[src/rtl/softmax_max_sub.sv]
`default_nettype none
// ============================================================================
// Module   : softmax_max_sub
// Purpose  : Row-max search and (x - max) >>> SHIFT normalisation ahead of softmax.
// Revision : 1.0  initial release
// ============================================================================
module softmax_max_sub #(
    parameter int D_W   = 16,
    parameter int NUM   = 16,
    parameter int SHIFT = 2
) (
    input  logic                 I_CLK,
    input  logic                 I_RST_N,
    input  logic                 I_START,
    input  logic [D_W*NUM-1:0]   I_DATA,
    output logic                 O_VLD,
    output logic [D_W*NUM-1:0]   O_DATA,
    output logic [D_W-1:0]       O_MAX
);

    localparam int             CW         = $clog2(NUM) + 1;
    localparam logic [CW-1:0]  C_LAST     = CW'(NUM - 1);
    localparam logic [D_W-1:0] C_MOST_NEG = {1'b1, {(D_W-1){1'b0}}};

    typedef enum logic [3:0] {
        S_IDLE = 4'b0001,
        S_MAX  = 4'b0010,
        S_SUB  = 4'b0100,
        S_END  = 4'b1000
    } state_t;

    state_t               state_q, state_d;
    logic [CW-1:0]        cnt_q, cnt_d;
    logic [D_W*NUM-1:0]   buf_q, buf_d;
    logic [D_W-1:0]       max_q, max_d;
    logic                 vld_q, vld_d;
    logic [D_W*NUM-1:0]   data_q, data_d;
    logic [D_W-1:0]       omax_q, omax_d;

    logic [D_W-1:0]       w_word;
    logic signed [D_W:0]  w_diff;
    logic signed [D_W:0]  w_sh;
    logic [D_W-1:0]       w_res;

    // Word currently addressed by the counter, in both MAX and SUB phases.
    always_comb begin
        w_word = '0;
        for (int i = 0; i < NUM; i++) begin
            if (cnt_q == CW'(i)) begin
                w_word = buf_q[D_W*i +: D_W];
            end
        end
    end

    // One extra bit holds the full difference; only negative overflow is possible.
    always_comb begin
        w_diff = $signed({w_word[D_W-1], w_word}) - $signed({max_q[D_W-1], max_q});
        w_sh   = w_diff >>> SHIFT;
        w_res  = (w_sh[D_W] != w_sh[D_W-1]) ? C_MOST_NEG : w_sh[D_W-1:0];
    end

    always_comb begin
        state_d = state_q;
        cnt_d   = cnt_q;
        buf_d   = buf_q;
        max_d   = max_q;
        vld_d   = 1'b0;
        data_d  = data_q;
        omax_d  = omax_q;
        case (state_q)
            S_IDLE: begin
                cnt_d = '0;
                max_d = C_MOST_NEG;
                if (I_START) begin
                    buf_d   = I_DATA;
                    data_d  = '0;
                    state_d = S_MAX;
                end
            end
            S_MAX: begin
                if (!I_START) begin
                    state_d = S_IDLE;
                    cnt_d   = '0;
                    data_d  = '0;
                end else begin
                    if ($signed(w_word) > $signed(max_q)) begin
                        max_d = w_word;
                    end
                    if (cnt_q == C_LAST) begin
                        cnt_d   = '0;
                        state_d = S_SUB;
                    end else begin
                        cnt_d = cnt_q + CW'(1);
                    end
                end
            end
            S_SUB: begin
                if (!I_START) begin
                    state_d = S_IDLE;
                    cnt_d   = '0;
                    data_d  = '0;
                end else begin
                    for (int i = 0; i < NUM; i++) begin
                        if (cnt_q == CW'(i)) begin
                            data_d[D_W*i +: D_W] = w_res;
                        end
                    end
                    if (cnt_q == C_LAST) begin
                        cnt_d   = '0;
                        omax_d  = max_q;
                        state_d = S_END;
                    end else begin
                        cnt_d = cnt_q + CW'(1);
                    end
                end
            end
            S_END: begin
                vld_d   = 1'b1;
                state_d = S_IDLE;
            end
            default: begin
                state_d = S_IDLE;
                cnt_d   = '0;
            end
        endcase
    end

    always_ff @(posedge I_CLK or negedge I_RST_N) begin
        if (!I_RST_N) begin
            state_q <= S_IDLE;
            cnt_q   <= '0;
            buf_q   <= '0;
            max_q   <= '0;
            vld_q   <= 1'b0;
            data_q  <= '0;
            omax_q  <= '0;
        end else begin
            state_q <= state_d;
            cnt_q   <= cnt_d;
            buf_q   <= buf_d;
            max_q   <= max_d;
            vld_q   <= vld_d;
            data_q  <= data_d;
            omax_q  <= omax_d;
        end
    end

    assign O_VLD  = vld_q;
    assign O_DATA = data_q;
    assign O_MAX  = omax_q;

endmodule
`default_nettype wire

[config.mk]
export PLATFORM = sky130hd
export DESIGN_NAME = softmax_max_sub
export DESIGN_NICKNAME = d
export VERILOG_FILES = /design/src/rtl/softmax_max_sub.sv
export SDC_FILE = /design/constraint.sdc
export NUM_CORES = 1
export LEC_CHECK = 0
export CORE_ASPECT_RATIO = 0.6
export CORE_MARGIN = 10
export CORE_UTILIZATION = 45
export CTS_BUF_LIST = sky130_fd_sc_hd__clkbuf_16
export CTS_CLUSTER_DIAMETER = 80
export DETAILED_ROUTE_END_ITERATION = 10
export PLACE_DENSITY = 0.79
export SKIP_LAST_GASP = 1
export SLEW_MARGIN = 20
export SYNTH_ARGS = -nofsm -noshare
export SYNTH_HDL_FRONTEND = slang
export SYNTH_SLANG_ARGS = --single-unit
[constraint.sdc]
create_clock -name I_CLK -period 7.11 [get_ports I_CLK]
set_clock_uncertainty 0.05 [all_clocks]
set_input_delay 1.422 -clock I_CLK [delete_from_list [all_inputs] [get_ports I_CLK]]
set_output_delay 1.422 -clock I_CLK [all_outputs]
set_load 0.01 [all_outputs]
; Yosys cells after proc, flatten, opt, wreduce, memory -nomap -nowiden
; Cells that the tools add are included.
[op_classes]
eq_ne = 40
n_reduce_logical = 24
order_cmp = 1
addsub = 2
n_mux = 49
[op_table]
columns = cell, n
row1 = 2-to-1 mux 256 bit, 3
row2 = one-hot mux 256 bit (3 select lines), 1
row3 = 2-to-1 mux 16 bit, 34
row4 = AND reduction 4 bit, 16
row5 = != test 3 bit (second input constant), 17
row6 = equality test 5 x 4 -> 1 bit (second input constant), 8
row7 = one-hot mux 16 bit (2 select lines), 1
row8 = equality test 5 x 3 -> 1 bit (second input constant), 4
row9 = 2-to-1 mux 4 bit, 5
row10 = subtractor 16 x 16 -> 17 bit, 1
row11 = greater-than comparator 16 bit, 1
row12 = one-hot mux 4 bit (3 select lines), 1
row13 = equality test 5 x 2 -> 1 bit (second input constant), 2
row14 = 2-to-1 mux 5 bit, 2
row15 = one-hot mux 5 bit (2 select lines), 1
row16 = AND reduction 3 bit, 3
row17 = != test 2 bit (second input constant), 4
row18 = adder 5 x 1 -> 5 bit (second input constant), 1
row19 = equality test 5 x 1 -> 1 bit (second input constant), 1
row20 = logical NOT 5 bit, 1
row21 = equality test 4 x 1 -> 1 bit (second input constant), 1
row22 = equality test 4 x 2 -> 1 bit (second input constant), 1
row23 = equality test 4 x 3 -> 1 bit (second input constant), 1
row24 = equality test 4 bit (second input constant), 1
row25 = other kinds (5), 5
[totals]
reg_bits = 554
output_inout_bits = 273
inputBits = 259

; Logic depth before layout (Yosys ltp)
; Gate-level depths: netlist of the first run.
[logic_depth]
depth_word = 21
mapped_depth = 20
depth_no_buf = 17

; Worst setup path after synthesis of the first run
; No wires, ideal clock.
[synth_timing]
path_type = register -> register
startpoint = register cnt_q[0]
endpoint = register max_q[11]
required_ns = 6.935
path_slack_ns = 3.031
path_buffers = 2
synth_period_minus_slack_ns = 4.079
stages_incl_launch_ff = 18
t_arrival_ns = 3.904
cell_sequence = dfrtp_1 inv_1 ha_1 clkbuf_1 nor2b_1 nor4_4 a21oi_1 or4b_1 a31oi_2 o221ai_2 ha_1 nor2b_1 o31a_1 o21ai_1 a22o_1 nor4_4 buf_4 mux2_2
[synth_between]
elab_chain_len = 20
[synth_rtl]
columns = element, line_no
row1 = "start, declared", 33  ; logic [CW-1:0] cnt_q, cnt_d;
row2 = "start signal, assigned", 139  ; cnt_q <= cnt_d;
row3 = logical NOT 5 bit, 49  ; if (cnt_q == CW'(i)) begin
row4 = 2-to-1 mux 16 bit (15 in series), 49
row5 = 2-to-1 mux 16 bit *, 49
row6 = greater-than comparator 16 bit or 2-to-1 mux 16 bit (tied branches), 86  ; if ($signed(w_word) > $signed(max_q)) begin
row7 = != test 2 bit (no source line) or 2-to-1 mux 16 bit (tied branches), --
row8 = AND reduction 3 bit (no source line) or one-hot mux 16 bit (2 select lines) (tied branches), --
row9 = "end signal, assigned", 141  ; max_q <= max_d;
row10 = "end, declared", 35  ; logic [D_W-1:0] max_q, max_d;
; Every way passes the cells marked *; elsewhere a longest branch is shown, timed or not. The select of a mux whose other input is x is not followed.
; A chain may end at the register's enable or synchronous reset.

; Worst setup path in the final report of the first run
[layout_timing]
startpoint = register cnt_q[0]
endpoint = register data_q[101], in the netlist O_DATA[101]
[layout_between]
elab_chain_len = 21
[layout_rtl]
columns = element, line_no
row1 = logical NOT 5 bit, 49
row2 = 2-to-1 mux 16 bit (16 in series), 49
row3 = subtractor 16 x 16 -> 17 bit, 57  ; w_diff = $signed({w_word[D_W-1], w_word}) - $signed({max_q[D_W-1], max_q});
row4 = 2-to-1 mux 16 bit, 104  ; if (cnt_q == CW'(i)) begin
row5 = 2-to-1 mux 256 bit, 98  ; if (!I_START) begin
row6 = one-hot mux 256 bit (3 select lines), 70  ; case (state_q)
row7 = "end signal, assigned", 143  ; data_q <= data_d;
row8 = "end, declared", 37  ; logic [D_W*NUM-1:0] data_q, data_d;
; Parallel ways exist; a longest one is shown, timed or not. The select of a mux whose other input is x is not followed.

==> results of run 1 <==
## cells by family after synthesis
kind of cell,after synthesis,synth area share
AO/OA/AOI/OAI,562,0.1441
XOR/XNOR,8,0.002989
adder cells (fa/ha/maj),20,0.01067
buffers and inverters,201,0.03896
flip-flops,538,0.5743
multiplexers,269,0.1291
AND/OR/NAND/NOR,496,0.09981
## synth_stat cells (all sizes together), types with 4 or more instances
cell type,count
a21oi,57
nand3,11
a31oi,9
buf,57
dfrtp,537
ha,20
a22oi,22
a22o,7
nand4bb,5
and3,5
nor2,61
o21ai,329
nand3b,7
a221oi,19
a32oi,5
nor2b,16
nor4bb,4
or3,8
o22ai,13
and2,5
xor2,5
a21o,7
nor3,9
a222oi,5
o221ai,12
nand2b,16
nor4,9
or2,4
nor3b,4
o21a,6
a211oi,7
o211ai,4
o31ai,24
inv,28
mux2,267
nand4,8
nand2,311
a211o,6
clkbuf,116
## area by class of cell
type | instances | area, µm² | share of cell area
well taps | 693 | 867.1 | 0.02783
clock buffers | 53 | 1326 | 0.04257
diodes | 3 | 7.507 | 0.0002410
flip-flops and latches | 538 | 13460 | 0.4322
inverters | 28 | 105.1 | 0.003374
multi-input cells | 1355 | 9238 | 0.2965
clock inverters | 40 | 407.9 | 0.01309
repair buffers | 581 | 5737 | 0.1842
## path summary, 6_finish.rpt
check | endpoint | start
max in group asynchronous | O_DATA[44]$_DFFE_PN0P_ | I_RST_N
hold reg to reg | O_DATA[186]$_DFFE_PN0P_ | O_DATA[186]$_DFFE_PN0P_
setup / recovery | O_DATA[101]$_DFFE_PN0P_ | cnt_q[0]$_DFFE_PN0N_
setup reg to reg | O_DATA[101]$_DFFE_PN0P_ | cnt_q[0]$_DFFE_PN0N_
min in group asynchronous | buf_q[213]$_DFFE_PN0P_ | I_RST_N
hold / removal | O_DATA[186]$_DFFE_PN0P_ | O_DATA[186]$_DFFE_PN0P_
## metal layers
| layer | share of wire | vias to the layer above | global-route usage | wire length [µm] |
|---|---|---|---|---|
| met5 | 0.00014 | - | 0 | 13 |
| met4 | 0.019 | 2 | 0.05463 | 1786 |
| met3 | 0.11 | 117 | 0.1023 | 10310 |
| met2 | 0.43 | 936 | 0.4138 | 39430 |
| met1 | 0.44 | 9772 | 0.4102 | 40450 |
| li1 | - | 8321 | - | - |
## state kept, by name (all words and copies together) (netlist names)
name,cells
O_MAX,16
state_q,4
max_q,16
O_DATA,240
O_VLD,1
buf_q,256
cnt_q,5
## cell usage in the layout (no fill, tap or decap), drive strengths merged, types with 11 or more instances in the layout
master         count
ha                20
nand3             11
o221ai            12
nor2              61
a21oi             57
nand2b            16
o22ai             13
nand2            311
clkbuf            53
dfrtp            537
buf               51
a221oi            19
nor2b             16
o31ai             24
o21ai            329
inv               34
clkdlybuf4s50    530
a22oi             22
mux2             267
clkinv            24
## per-stage QoR
| stage | power, mW | cells | instance area, µm² | worst slack [ns] | hold WS, ns |
|---|---|---|---|---|---|
| final | 9.376 | 3291 | 31150 | 1.186 | 0.4323 |
| after detailed placement | 6.451 | 3195 | 29330 | 1.541 | 0.4195 |
| after global routing | 9.746 | 3289 | 31150 | 0.9906 | 0.4460 |
| after global placement | 6.387 | 3194 | 29310 | 1.384 | 0.4103 |
| after floorplan | 5.534 | 2094 | 23440 | 3.031 | 0.4201 |
| after CTS | 9.332 | 3288 | 31070 | 1.501 | 0.4338 |
## critical path: stages (launching register included)
cell      delay, ns
dfrtp_1        0.44
inv_1          0.12
ha_1           0.71
inv_1          0.49
o21ai_0        0.61
o21ai_0        0.20
o21ai_1        0.40
o211ai_1       0.28
ha_1           0.41
o21a_1         0.18
o31a_1         0.14
o21ai_1        0.34
o21bai_1       0.13
xnor2_1        0.21
nand2b_1       0.75
o21ai_0        0.24
## power by group
group	leakage, nW	internal, mW	switching [mW]	total, mW
combinational	5.15	1.07	1.23	2.29
sequential	6.91	3.72	0.471	4.19
clock	0.869	1.64	1.25	2.89
total	12.9	6.43	2.95	9.38
==> run_summary.xml, run 1 <==
<?xml version="1.0" encoding="UTF-8"?>
<metrics>
  <group name="sta">
    <metric name="maxSlewViolCount" unit="">0</metric>
    <metric name="final_hold_viol_count" unit="">0</metric>
    <metric name="max_freq" unit="MHz">168.8</metric>
    <metric name="grt_setup_unrepaired" unit="">false</metric>
    <metric name="timing.max_slew.rel_slack" unit="">0.1553</metric>
    <metric name="finalCritPeriodShare" unit="">0.8332</metric>
    <metric name="tightestPinTransition" unit="ns">1.267</metric>
    <metric name="finalWorstPathRequiredPeriod" unit="ns">5.924</metric>
    <metric name="setup_violations" unit="">0</metric>
    <metric name="setup_total_negative_slack" unit="ns">0</metric>
  </group>
  <group name="clock_tree">
    <metric name="clock_latency" unit="ns">0.59</metric>
    <metric name="tritoncts_num_sinks" unit="">538</metric>
    <metric name="ctsResizeCount" unit="">0</metric>
    <metric name="clock_tree_from_tritoncts" unit="">done</metric>
    <metric name="max_buffers_root_to_sink" unit="">3</metric>
    <metric name="cts_setup_buffers" unit="">0</metric>
    <metric name="htreeDepth" unit="">2</metric>
    <metric name="clkSlewWorstSetupHoldPaths" unit="ns">0.07</metric>
    <metric name="cts-hold-fix-buffers" unit="">0</metric>
    <metric name="root_buffer" unit="">clkbuf_16</metric>
    <metric name="cts_buffers" unit="">51</metric>
  </group>
  <group name="detailed_routing">
    <metric name="detailroute.via_count" unit="">19150</metric>
    <metric name="antenna_violating_nets_post_route" unit="">0</metric>
    <metric name="firstDrtPassIters" unit="">9</metric>
    <metric name="avgRoutedWirePerCell" unit="µm">27.95</metric>
    <metric name="routed_wl" unit="µm">92000</metric>
    <metric name="viasPerCell" unit="">5.818</metric>
    <metric name="iteration_0_drc_count_of_the_detailed_router" unit="">2258</metric>
    <metric name="post-route-drc-count" unit="">0</metric>
  </group>
  <group name="power_and_ir_drop">
    <metric name="powerDensity" unit="mW/mm²">301.0</metric>
    <metric name="vdd.ir_drop.worst" unit="V">0.0001857</metric>
    <metric name="power.static_leakage" unit="nW">12.93</metric>
  </group>
  <group name="setup_path">
    <metric name="reg2regPathDepth" unit="">15</metric>
    <metric name="timing.reg2reg.setup_slack" unit="ns">1.19</metric>
    <metric name="cp_arrival" unit="ns">6.27</metric>
    <metric name="start_kind" unit="">flip-flop</metric>
    <metric name="critical_path_type" unit="">reg2reg</metric>
    <metric name="timing.critical_path.fanout_max" unit="">18</metric>
    <metric name="cp_data_required_time" unit="ns">7.46</metric>
    <metric name="crit_path_end_kind" unit="">flip-flop</metric>
  </group>
  <group name="worst_hold_path">
    <metric name="timing.hold.worst_path_depth" unit="">2</metric>
    <metric name="min-delay-path-class" unit="">reg2reg</metric>
  </group>
  <group name="synth">
    <metric name="synth.top_cell.area_share" unit="">0.5732</metric>
    <metric name="syn_area" unit="mm²">0.02344</metric>
    <metric name="avgSynthCellArea" unit="µm²">11.20</metric>
    <metric name="synth.ff_latch_count" unit="">538</metric>
    <metric name="synth.yosys.seq_area_share" unit="">0.5743</metric>
    <metric name="most_used_flip_flop_cell_after_synthesis" unit="">dfrtp_1</metric>
    <metric name="synth_area_leader_cell" unit="">dfrtp_1</metric>
    <metric name="syn-num-nets" unit="">2373</metric>
    <metric name="yosys-top-cells-area" unit="">dfrtp_1 57%, mux2_2 13%, o21ai_0 6.6%, nand2_1 5.0%, clkbuf_1 1.8%</metric>
    <metric name="synth_enable_flop_cells" unit="">0</metric>
    <metric name="post_synth_inst_count" unit="">2094</metric>
    <metric name="yosys_warnings" unit="">0</metric>
    <metric name="postSynth.asyncResetShare" unit="">1.000</metric>
    <metric name="synthDistinctLibCells" unit="">90</metric>
  </group>
  <group name="die">
    <metric name="design.die.area" unit="mm²">0.06192</metric>
    <metric name="rows" unit="">64</metric>
    <metric name="top_level_ports" unit="">532</metric>
    <metric name="core_region_area" unit="mm²">0.05125</metric>
    <metric name="start_util" unit="">0.4574</metric>
    <metric name="fp.dieW" unit="µm">314.7</metric>
    <metric name="die_y" unit="µm">196.8</metric>
  </group>
  <group name="global_route">
    <metric name="grt_start_max_net_pins" unit="">177</metric>
    <metric name="antenna_found_initial" unit="">3</metric>
    <metric name="grt_use_total" unit="">0.2862</metric>
    <metric name="grt_first_pass_wirelength" unit="µm">132900</metric>
    <metric name="globalRouteOverflowTotal" unit="">0</metric>
    <metric name="grt_pass1_vias" unit="">19090</metric>
  </group>
  <group name="layout">
    <metric name="final_core_utilization" unit="">0.6079</metric>
    <metric name="final_layout_size_suffix_gt1_frac" unit="">0.1707</metric>
    <metric name="filler_cell_count_in_the_final_layout" unit="">4115</metric>
    <metric name="finalNetCount" unit="">2834</metric>
    <metric name="area_growth_syn_to_layout" unit="%">32.89</metric>
  </group>
  <group name="placement">
    <metric name="buffer_ports.inserted" unit="">531</metric>
    <metric name="place.gp.congestion" unit="">1.043</metric>
    <metric name="place_hpwl" unit="µm">70710</metric>
  </group>
  <group name="job">
    <metric name="max_cap_viol_count" unit="">0</metric>
  </group>
  <group name="outcome">
    <metric name="outcome" unit="">finished clean</metric>
  </group>
</metrics>
No activity file was read; power rests on OpenSTA's default activity.
==> run 2: changes to the inputs <==
PLACE_DENSITY = 0.82   (was 0.79)
clock period = 4.85 ns   (was 7.11 ns; I/O delays follow)
==> run_summary.xml, run 2 (synthesis results as in run 1) <==
<?xml version="1.0" encoding="UTF-8"?>
<metrics>
  <group name="outcome">
    <metric name="outcome" unit="">finished clean</metric>
  </group>
  <group name="detailed_routing">
    <metric name="viasPerCell" unit="">5.732</metric>
    <metric name="iteration_0_drc_count_of_the_detailed_router" unit="">2131</metric>
    <metric name="post-route-drc-count" unit="">0</metric>
    <metric name="avgRoutedWirePerCell" unit="µm">27.70</metric>
    <metric name="routed_wl" unit="µm">94200</metric>
    <metric name="detailroute.via_count" unit="">19490</metric>
    <metric name="antenna_violating_nets_post_route" unit="">0</metric>
    <metric name="firstDrtPassIters" unit="">6</metric>
  </group>
  <group name="placement">
    <metric name="place_hpwl" unit="µm">72950</metric>
    <metric name="dpl_worst_slack" unit="ns">-0.1056</metric>
    <metric name="cell_count_after_placement" unit="">3301</metric>
    <metric name="buffer_ports.inserted" unit="">531</metric>
    <metric name="place.gp.congestion" unit="">1.014</metric>
  </group>
  <group name="clock_tree">
    <metric name="cts-hold-fix-buffers" unit="">0</metric>
    <metric name="clock_latency" unit="ns">0.60</metric>
    <metric name="htreeDepth" unit="">2</metric>
    <metric name="clock_tree_from_tritoncts" unit="">done</metric>
    <metric name="root_buffer" unit="">clkbuf_16</metric>
    <metric name="cts_buffers" unit="">50</metric>
    <metric name="tritoncts_num_sinks" unit="">538</metric>
    <metric name="clkSlewWorstSetupHoldPaths" unit="ns">0.07</metric>
    <metric name="max_buffers_root_to_sink" unit="">3</metric>
  </group>
  <group name="layout">
    <metric name="layout_commonest_cell" unit="">dfrtp_1</metric>
    <metric name="final_layout_size_suffix_gt1_frac" unit="">0.2115</metric>
    <metric name="final_core_utilization" unit="">0.6309</metric>
    <metric name="multi_input_comb_area" unit="mm²">0.009304</metric>
    <metric name="seqCellArea" unit="mm²">0.01346</metric>
    <metric name="finalNonFillerCells" unit="">3401</metric>
    <metric name="filler_cell_count_in_the_final_layout" unit="">3948</metric>
    <metric name="area_growth_syn_to_layout" unit="%">37.92</metric>
    <metric name="finalNetCount" unit="">2945</metric>
    <metric name="mostFrequentLayoutCells" unit="">537 x dfrtp_1, 530 x clkdlybuf4s50_1, 308 x nand2_1, 290 x o21ai_0, 266 x mux2_2</metric>
    <metric name="largest_reg_by_ff_count" unit="">buf_q</metric>
    <metric name="max_reg_flops" unit="">256</metric>
  </group>
  <group name="job">
    <metric name="max_cap_viol_count" unit="">0</metric>
  </group>
  <group name="sta">
    <metric name="grt_setup_unrepaired" unit="">true</metric>
    <metric name="setup_violations" unit="">0</metric>
    <metric name="finalCritPeriodShare" unit="">0.9716</metric>
    <metric name="setup_total_negative_slack" unit="ns">0</metric>
    <metric name="maxSlewViolCount" unit="">0</metric>
    <metric name="tightestPinTransition" unit="ns">0.8492</metric>
    <metric name="fin_ws" unit="ns">0.1378</metric>
    <metric name="timing.max_slew.rel_slack" unit="">0.4339</metric>
    <metric name="final_hold_viol_count" unit="">0</metric>
    <metric name="finalWorstPathRequiredPeriod" unit="ns">4.712</metric>
    <metric name="max_freq" unit="MHz">212.2</metric>
  </group>
  <group name="die">
    <metric name="start_util" unit="">0.4574</metric>
    <metric name="fp.dieW" unit="µm">314.7</metric>
    <metric name="rows" unit="">64</metric>
    <metric name="top_level_ports" unit="">532</metric>
    <metric name="die_y" unit="µm">196.8</metric>
    <metric name="core_region_area" unit="mm²">0.05125</metric>
    <metric name="design.die.area" unit="mm²">0.06192</metric>
  </group>
  <group name="setup_path">
    <metric name="timing.critical_path.fanout_max" unit="">17</metric>
    <metric name="critical_path_type" unit="">reg2reg</metric>
    <metric name="timing.reg2reg.setup_slack" unit="ns">0.14</metric>
    <metric name="cp_data_required_time" unit="ns">5.26</metric>
    <metric name="start_kind" unit="">flip-flop</metric>
    <metric name="cp_arrival" unit="ns">5.12</metric>
    <metric name="crit_path_end_kind" unit="">flip-flop</metric>
  </group>
  <group name="power_and_ir_drop">
    <metric name="p_switching" unit="mW">4.433</metric>
    <metric name="part_of_the_power_in_registers" unit="">0.439</metric>
    <metric name="internal_power" unit="mW">9.614</metric>
    <metric name="vdd.ir_drop.worst" unit="V">0.0002994</metric>
    <metric name="power_frac_comb" unit="">0.270</metric>
    <metric name="powerDensity" unit="mW/mm²">434.5</metric>
    <metric name="power.static_leakage" unit="nW">13.58</metric>
    <metric name="clock_network_fraction_of_total_power" unit="">0.292</metric>
    <metric name="power.switching_fraction" unit="">0.3156</metric>
  </group>
  <group name="global_route">
    <metric name="antenna_found_initial" unit="">4</metric>
    <metric name="globalRouteOverflowTotal" unit="">0</metric>
    <metric name="grt_pass1_vias" unit="">19630</metric>
    <metric name="grt_use_total" unit="">0.2929</metric>
    <metric name="grt_start_max_net_pins" unit="">109</metric>
    <metric name="grt_first_pass_wirelength" unit="µm">135500</metric>
  </group>
  <group name="worst_hold_path">
    <metric name="min-delay-path-class" unit="">in2async</metric>
  </group>
</metrics>
==> run 2: cell types whose count changed in the layout (fill, tap and decap cells not counted), moves of 3 or more <==
cell / previous run / this run
inv_1: 32 / 36
buf_4: 46 / 133
buf_12: 3 / 26
clkbuf_16: 53 / 56
o21ai_1: 20 / 23
clkinvlp_4: 2 / 6
o21ai_4: 11 / 6
o21ai_2: 4 / 10
clkinv_1: 11 / 7
o21ai_0: 294 / 290
==> run 2: per-stage QoR <==
stage               power [mW]  hold slack, ns  cell area [µm²]
floorplan                8.113          0.4201            23440
global placement         9.755          0.4106            30410
detailed placement       9.878          0.4166            30420
CTS                      13.96          0.4311            32100
global route             14.64          0.4441            32330
finish                   14.05          0.4176            32330
==> run 2: what timing repair did <==
action	CTS	global route
gates resized for setup	2	25
endpoints found under the setup margin	16	132
setup buffers	0	3
pin swaps	0	7
endpoints found under the hold margin	0	0
gates cloned	0	3
==> run 2: final timing paths <==
path	start	endpoint	depth (start not counted)
max	cnt_q[0]$_DFFE_PN0N_	max_q[5]$_DFFE_PN0P_	19
min	I_RST_N	O_DATA[54]$_DFFE_PN0P_	1
max reg2reg	cnt_q[0]$_DFFE_PN0N_	max_q[5]$_DFFE_PN0P_	19
min reg2reg	O_DATA[72]$_DFFE_PN0P_	O_DATA[72]$_DFFE_PN0P_	2
max in group asynchronous	I_RST_N	O_DATA[219]$_DFFE_PN0P_	2
min in group I_CLK	O_DATA[72]$_DFFE_PN0P_	O_DATA[72]$_DFFE_PN0P_	2
==> run 2: area by class of cell <==
cell class	count	area share
clock buffer	53	0.04102
tap	693	0.02682
antenna	3	0.0002322
multi-input combinational	1355	0.2878
clock inverter	38	0.01060
sequential	538	0.4164
timing repair buffer	693	0.2139
inverter	28	0.003251
==> run 2: critical path, cell delays in order, from the launching register on <==
cell and delay [ns]:
dfrtp_1 0.44, ha_1 0.25, buf_4 0.21, nor2b_1 0.15, buf_4 0.17, a21o_1 0.18, a222oi_1 0.31, buf_4 0.26
o21ai_1 0.14, a211oi_4 0.38, a22oi_2 0.14, ha_1 0.38, o21a_1 0.16, o22a_1 0.18, o21ai_1 0.11, a22o_1 0.24
nor4_4 0.16, buf_4 0.19, buf_12 0.12, mux2_2 0.32
==> run 2: metal layers <==
layer	vias up	share of wire	global-route usage
met5	-	0.0019	0.01958
met4	4	0.025	0.06987
met3	126	0.12	0.1123
met2	922	0.42	0.4176
met1	9893	0.44	0.4128
li1	8548	-	-
==> run 2: power groups by stage <==
stage	clock network (mW)	registers [mW]	logic, mW
after floorplan	0	5.85	2.26
after global placement	0	6.18	3.58
after detailed placement	0	6.21	3.67
after CTS	4.13	6.13	3.69
after global routing	4.32	6.24	4.07
final	4.10	6.16	3.79
